===== config.mk =====
export PLATFORM = sky130hd
export DESIGN_NAME = parity_serial_tx
export DESIGN_NICKNAME = d
export VERILOG_FILES = /design/src/rtl/parity_pkg.sv /design/src/rtl/parity_gen.sv /design/src/rtl/parity_serial_tx.sv
export SDC_FILE = /design/constraint.sdc
export NUM_CORES = 1
export LEC_CHECK = 0
export CORE_MARGIN = 2
export CORE_UTILIZATION = 52
export CTS_CLUSTER_DIAMETER = 120
export DETAILED_ROUTE_END_ITERATION = 10
export PLACE_DENSITY = 0.75
export SLEW_MARGIN = 30
export SYNTH_ARGS = -nofsm -noshare
export SYNTH_HDL_FRONTEND = slang
export SYNTH_SLANG_ARGS = --single-unit

===== constraint.sdc =====
create_clock -name clk -period 1.75 [get_ports clk]
set_input_delay 0.4375 -clock clk [delete_from_list [all_inputs] [get_ports clk]]
set_output_delay 0.4375 -clock clk [all_outputs]
set_load 0.005 [all_outputs]

===== src/rtl/parity_pkg.sv =====
// Shared definitions for the parity-protected serial link.
// Holds the transmitter state encoding and the fixed line levels used by
// the frame format (start low, stop high, idle high).
package parity_pkg;

  typedef enum logic [2:0] {
    IDLE,
    START,
    DATA,
    PARITY,
    STOP
  } tx_state_t;

  localparam logic LINE_IDLE   = 1'b1;
  localparam logic START_LEVEL = 1'b0;
  localparam logic STOP_LEVEL  = 1'b1;

endpackage


===== src/rtl/parity_gen.sv =====
// Combinational parity generator.
// With ODD_PARITY=0 the returned bit makes data plus parity bit hold an
// even number of ones. With ODD_PARITY=1 the count of ones is odd.
// Ports:
//   data  in  DATA_W  word to protect
//   pbit  out 1       parity bit for data
module parity_gen #(
  parameter int DATA_W     = 4,
  parameter bit ODD_PARITY = 1'b0
) (
  input  logic [DATA_W-1:0] data,
  output logic              pbit
);

  assign pbit = (^data) ^ ODD_PARITY;

endmodule


===== src/rtl/parity_serial_tx.sv =====
// Serial frame transmitter for the parity-protected link.
// It accepts a word over a valid/ready handshake and latches the word
// together with its parity bit. It then sends the frame on tx_out:
//   start(0) | data bits LSB first | parity | stop(1)
// Each bit is held for CLKS_PER_BIT clocks.
// Ports:
//   clk         in   system clock, rising edge
//   rst         in   asynchronous active-high reset
//   data_in     in   word to transmit (DATA_W bits)
//   data_valid  in   producer offers data_in
//   data_ready  out  a word can be accepted this cycle
//   tx_out      out  serial line, idles high
//   busy        out  a frame is in progress
//   pbit_out    out  parity of the word being sent or last sent
//   done        out  one-cycle pulse at the end of the stop bit
// All outputs are registered.
module parity_serial_tx
  import parity_pkg::*;
#(
  parameter int DATA_W       = 4,
  parameter int CLKS_PER_BIT = 4,
  parameter bit ODD_PARITY   = 1'b0
) (
  input  logic              clk,
  input  logic              rst,
  input  logic [DATA_W-1:0] data_in,
  input  logic              data_valid,
  output logic              data_ready,
  output logic              tx_out,
  output logic              busy,
  output logic              pbit_out,
  output logic              done
);

  localparam int CW = (CLKS_PER_BIT > 1) ? $clog2(CLKS_PER_BIT) : 1;
  localparam int IW = (DATA_W > 1) ? $clog2(DATA_W) : 1;
  localparam logic [CW-1:0] CNT_LAST = CW'(CLKS_PER_BIT - 1);
  localparam logic [IW-1:0] IDX_LAST = IW'(DATA_W - 1);

  tx_state_t         state, state_n;
  logic [CW-1:0]     cnt, cnt_n;
  logic [IW-1:0]     bit_idx, idx_n;
  logic [DATA_W-1:0] shreg, shreg_n;
  logic [DATA_W-1:0] shreg_shift;
  logic              tx_n, busy_n, ready_n, done_n, pbit_n;
  logic              gen_pbit;
  logic              bit_end;

  parity_gen #(
    .DATA_W     (DATA_W),
    .ODD_PARITY (ODD_PARITY)
  ) u_parity_gen (
    .data (data_in),
    .pbit (gen_pbit)
  );

  // The latched word shifts right so the next data bit is always at index 0.
  // This avoids a variable bit select on the word.
  assign shreg_shift = shreg >> 1;
  assign bit_end     = (cnt == CNT_LAST);

  // The next output values are computed together with the next state.
  // This lets every output come from a flop and still change on the same
  // edge as the state.
  always_comb begin
    // NOTE: every signal assigned here gets a default first, so no path leaves it unassigned and no latch is inferred.
    state_n = state;
    cnt_n   = cnt;
    idx_n   = bit_idx;
    shreg_n = shreg;
    pbit_n  = pbit_out;
    tx_n    = tx_out;
    busy_n  = busy;
    ready_n = data_ready;
    done_n  = 1'b0;

    if (state != IDLE) begin
      cnt_n = bit_end ? '0 : cnt + 1'b1;
    end

    unique case (state)
      IDLE: begin
        if (data_valid && data_ready) begin
          state_n = START;
          shreg_n = data_in;
          pbit_n  = gen_pbit;
          tx_n    = START_LEVEL;
          busy_n  = 1'b1;
          ready_n = 1'b0;
          cnt_n   = '0;
          idx_n   = '0;
        end
      end
      START: begin
        if (bit_end) begin
          state_n = DATA;
          tx_n    = shreg[0];
        end
      end
      DATA: begin
        if (bit_end) begin
          if (bit_idx == IDX_LAST) begin
            state_n = PARITY;
            tx_n    = pbit_out;
            idx_n   = '0;
          end else begin
            idx_n   = bit_idx + 1'b1;
            shreg_n = shreg_shift;
            tx_n    = shreg_shift[0];
          end
        end
      end
      PARITY: begin
        if (bit_end) begin
          state_n = STOP;
          tx_n    = STOP_LEVEL;
        end
      end
      STOP: begin
        if (bit_end) begin
          state_n = IDLE;
          tx_n    = LINE_IDLE;
          busy_n  = 1'b0;
          ready_n = 1'b1;
          done_n  = 1'b1;
        end
      end
      default: begin
        state_n = IDLE;
        cnt_n   = '0;
        idx_n   = '0;
        tx_n    = LINE_IDLE;
        busy_n  = 1'b0;
        ready_n = 1'b1;
      end
    endcase
  end

  // NOTE: sequential state uses non-blocking assignments so every flop samples pre-edge values, independent of statement order.
  always_ff @(posedge clk or posedge rst) begin
    if (rst) begin
      state      <= IDLE;
      cnt        <= '0;
      bit_idx    <= '0;
      shreg      <= '0;
      pbit_out   <= 1'b0;
      tx_out     <= LINE_IDLE;
      busy       <= 1'b0;
      data_ready <= 1'b1;
      done       <= 1'b0;
    end else begin
      state      <= state_n;
      cnt        <= cnt_n;
      bit_idx    <= idx_n;
      shreg      <= shreg_n;
      pbit_out   <= pbit_n;
      tx_out     <= tx_n;
      busy       <= busy_n;
      data_ready <= ready_n;
      done       <= done_n;
    end
  end

endmodule


==> flow_metrics.env, run 1 <==
export IMPL_synth_avg_cell_area_um2=10.1
export IMPL_placed_cells=114
export IMPL_port_buffers=11
export IMPL_design_area_um2=1050
export IMPL_core_rowCount=14
export IMPL_grt_max_degree=18
export IMPL_finalSetupViolations=0
export IMPL_fin_crit_sh=0.924
export IMPL_status="finished, final reports clean"
export IMPL_p_sw_frac=0.376
export IMPL_path_clk_slew_ns=0.10
export IMPL_cp_slowest_cell="clkdlybuf4s50_1"
export IMPL_syn_inst=87
export IMPL_clkPwrFrac=0.141
export IMPL_areaGrowthSynthToFinish_pct=19.7
export IMPL_syn_nets=96
export IMPL_max_freq_mhz=618
export IMPL_worstPathRequired_ns=1.31
export IMPL_synthTopCellsByArea="dfrtp_1 (40%), dfstp_2 (6.0%), mux2i_1 (5.7%)"
export IMPL_worstPathArrival_ns=1.18
export IMPL_slew_headroom=0.648
export IMPL_p_switching_mw=0.666
export IMPL_placed_area_um2=1010
export IMPL_drt_iter0_markers=4
export IMPL_clock_latency_ns=0.29
export IMPL_setup_slack_ns=0.132
export IMPL_antenna_found_initial=0
export IMPL_crit_buf_inv=1
export IMPL_routed_wl_mm=1.64
export IMPL_grt_pass1_wl_mm=2.84
export IMPL_tightestPinTransition_ns=0.529
export IMPL_worstSetupStartpointType="flip-flop"
export IMPL_clock_tree_buffer_depth=2
export IMPL_seq_power_share=0.369
export IMPL_first_pass_iters=2
export IMPL_gp_congestion=0.803
export IMPL_final_min_clock_period_ns=1.62
export IMPL_initial_core_util=0.567
export IMPL_coreArea_um2=1540
export IMPL_cp_slowest_stage_delay_ns=0.51
export IMPL_die_h_um=45.0
export IMPL_cellPowerDensity_nw_per_um2=1690
export IMPL_h_tree_depth=1
export IMPL_internal_power_mw=1.11
export IMPL_cts_buffers=3
export IMPL_rsz0062_at_grt="false"
export IMPL_drc=0
export IMPL_ys_warn_count=0
export IMPL_hp_class="in -> async"
export IMPL_drive_gt1_frac=0.155
export IMPL_drt_vias_per_instance=5.71
export IMPL_dp_slack_ns=-0.000912
export IMPL_r2r_slack_ns=0.19
export IMPL_n_fill_cell=130
export IMPL_cts_tree="done"
export IMPL_criticalPathCategory="reg -> out"
export IMPL_skew_ns=0.00347
export IMPL_nets=113
export IMPL_dp_hpwl_mm=1.20
export IMPL_dieArea_um2=2030
export IMPL_yosysSeqAreaShare=0.461
export IMPL_ys_types=31
export IMPL_grt_pass1_vias=654
export IMPL_grt_use_total=0.198
export IMPL_grt_overflow=0
export IMPL_cap_viol_max_count=0
export IMPL_die_x_um=45.0
export IMPL_combPwrFrac=0.490
export IMPL_leakage_nw=0.487
export IMPL_vias=680
export IMPL_crit_family="buffers and inverters"
export IMPL_cts_root_buf="clkbuf_4"
export IMPL_cp_cell_sequence="clkdlybuf4s50_1"
export IMPL_critPathMaxFanout=3
export IMPL_cts_sinks=16
export IMPL_fin_util=0.679
export IMPL_io_pins=12
export IMPL_ir_worst_vdd_v=0.00103
export IMPL_hold_viol_final=0
export IMPL_yosysTopAreaCellShare=0.401
export IMPL_wl_per_cell_um=13.8
export IMPL_ys_ff_latch=16
export IMPL_ant_nets=0
export IMPL_yosys_area_top_type="dfrtp_1"
export IMPL_stdcell_count=119
export IMPL_diodes=0
export IMPL_cp_end_kind="output port"
export IMPL_synthesis_area_um2=875
export IMPL_drv_slew=0
path summary, 6_finish.rpt:
kind,startpoint,to,cells past startpoint
setup / recovery,pbit_out,pbit_out,1
min in group clk,busy,busy,1
hold reg to reg,busy,busy,1
setup reg to reg,state[2],state[0],3
max in group asynchronous,rst,tx_out,3
hold / removal,rst,cnt[1],3
per-layer routing:
| metal | GRT usage | up-vias | wire, µm |
|---|---|---|---|
| li1 | - | 336 | - |
| met1 | 0.254 | 324 | 768 |
| met2 | 0.306 | 12 | 788 |
| met3 | 0.0280 | 8 | 36 |
| met4 | 0.135 | 0 | 49 |
| met5 | 0 | - | 0 |
through the flow:
stage | total power [mW] | hold slack (ns) | TNS [ns]
floorplan | 1.31 | 0.350 | 0
global placement | 1.50 | 0.464 | 0
detailed placement | 1.53 | 0.470 | -0.000912
CTS | 1.79 | 0.457 | 0
global route | 1.92 | 0.500 | 0
finish | 1.77 | 0.451 | 0
worst reg2reg max path, delay by kind of cell (launching register included):
| kind | cells | cell delay, ns |
|---|---|---|
| compound gates | 1 | 0.26 |
| flops | 1 | 0.58 |
| mux | 1 | 0.34 |
| simple gates | 1 | 0.27 |
Yosys cell counts, drive strengths merged:
cell and count:
a211o 1, a211oi 2, a21o 2, a21oi 5
a221oi 1, a22o 2, and3 1, buf 4
clkbuf 1, dfrtp 14, dfstp 2, ha 2
inv 3, mux2 2, mux2i 5, nand2 10
nand2b 1, nand3b 1, nor2 9, nor2b 1
nor3 2, o21a 1, o21ai 8, o22a 1
o31ai 1, or2 1, xnor2 3, xor2 1
cell families after synthesis:
group                      synth area share
and+or+nand+nor                       0.136
DFF                                   0.461
AOI/OAI and AO/OA                     0.197
muxes                                0.0830
buffers and inverters                0.0544
xor gates and xnor gates             0.0401
adders and majority gates            0.0286
placed cells by master (no fill, tap or decap), types with 3 or more instances in the layout:
cell	n
nor2_1	9
inv_1	3
clkbuf_4	3
clkdlybuf4s50_1	9
dfrtp_1	14
xnor2_1	3
o21ai_0	7
nand2_1	10
a21oi_1	5
buf_4	6
mux2i_1	5
power by group through the flow:
| stage | clock network (mW) | logic [mW] | registers (mW) |
|---|---|---|---|
| 5_1_grt | 0.268 | 0.978 | 0.678 |
| 4_1_cts | 0.257 | 0.876 | 0.653 |
| 3_3_place_gp | 0 | 0.837 | 0.664 |
| 2_1_floorplan | 0 | 0.673 | 0.634 |
| 6_report | 0.250 | 0.869 | 0.653 |
| 3_5_place_dp | 0 | 0.863 | 0.670 |
layout make-up:
type                            instances  area, µm²  area share
Clock buffer                            4       36.3      0.0346
Inverter                                3       11.3      0.0108
Multi-Input combinational cell         63        424       0.405
Sequential cell                        16        403       0.385
Tap cell                               16       20.0      0.0191
Timing Repair Buffer                   17        153       0.146
repair_timing:
| item | 4_1_cts | 5_1_grt |
|---|---|---|
| setup endpoints to repair | 2 | 0 |
| resized for setup | 2 | 0 |
| setup buffers | 1 | 0 |
| hold buffers | 0 | 0 |
registers in the layout, summed over array words and instances, names as in the netlist:
| signal | count |
|---|---|
| bit_idx | 2 |
| data_ready | 1 |
| busy | 1 |
| shreg | 4 |
| tx_out | 1 |
| cnt | 2 |
| state | 3 |
| done | 1 |
| pbit_out | 1 |
(Power assumes the default switching activity.)
==> inputs of run 2 (changes only) <==
--- a/config.mk
+++ b/config.mk
@@ -9,6 +9,7 @@
 export CORE_UTILIZATION = 52
 export CTS_CLUSTER_DIAMETER = 120
 export DETAILED_ROUTE_END_ITERATION = 10
+export GPL_ROUTABILITY_DRIVEN = 0
 export PLACE_DENSITY = 0.75
 export SLEW_MARGIN = 30
 export SYNTH_ARGS = -nofsm -noshare
==> results of run 2 <==
Final layout, timing and power as in run 1 (identical DEF).
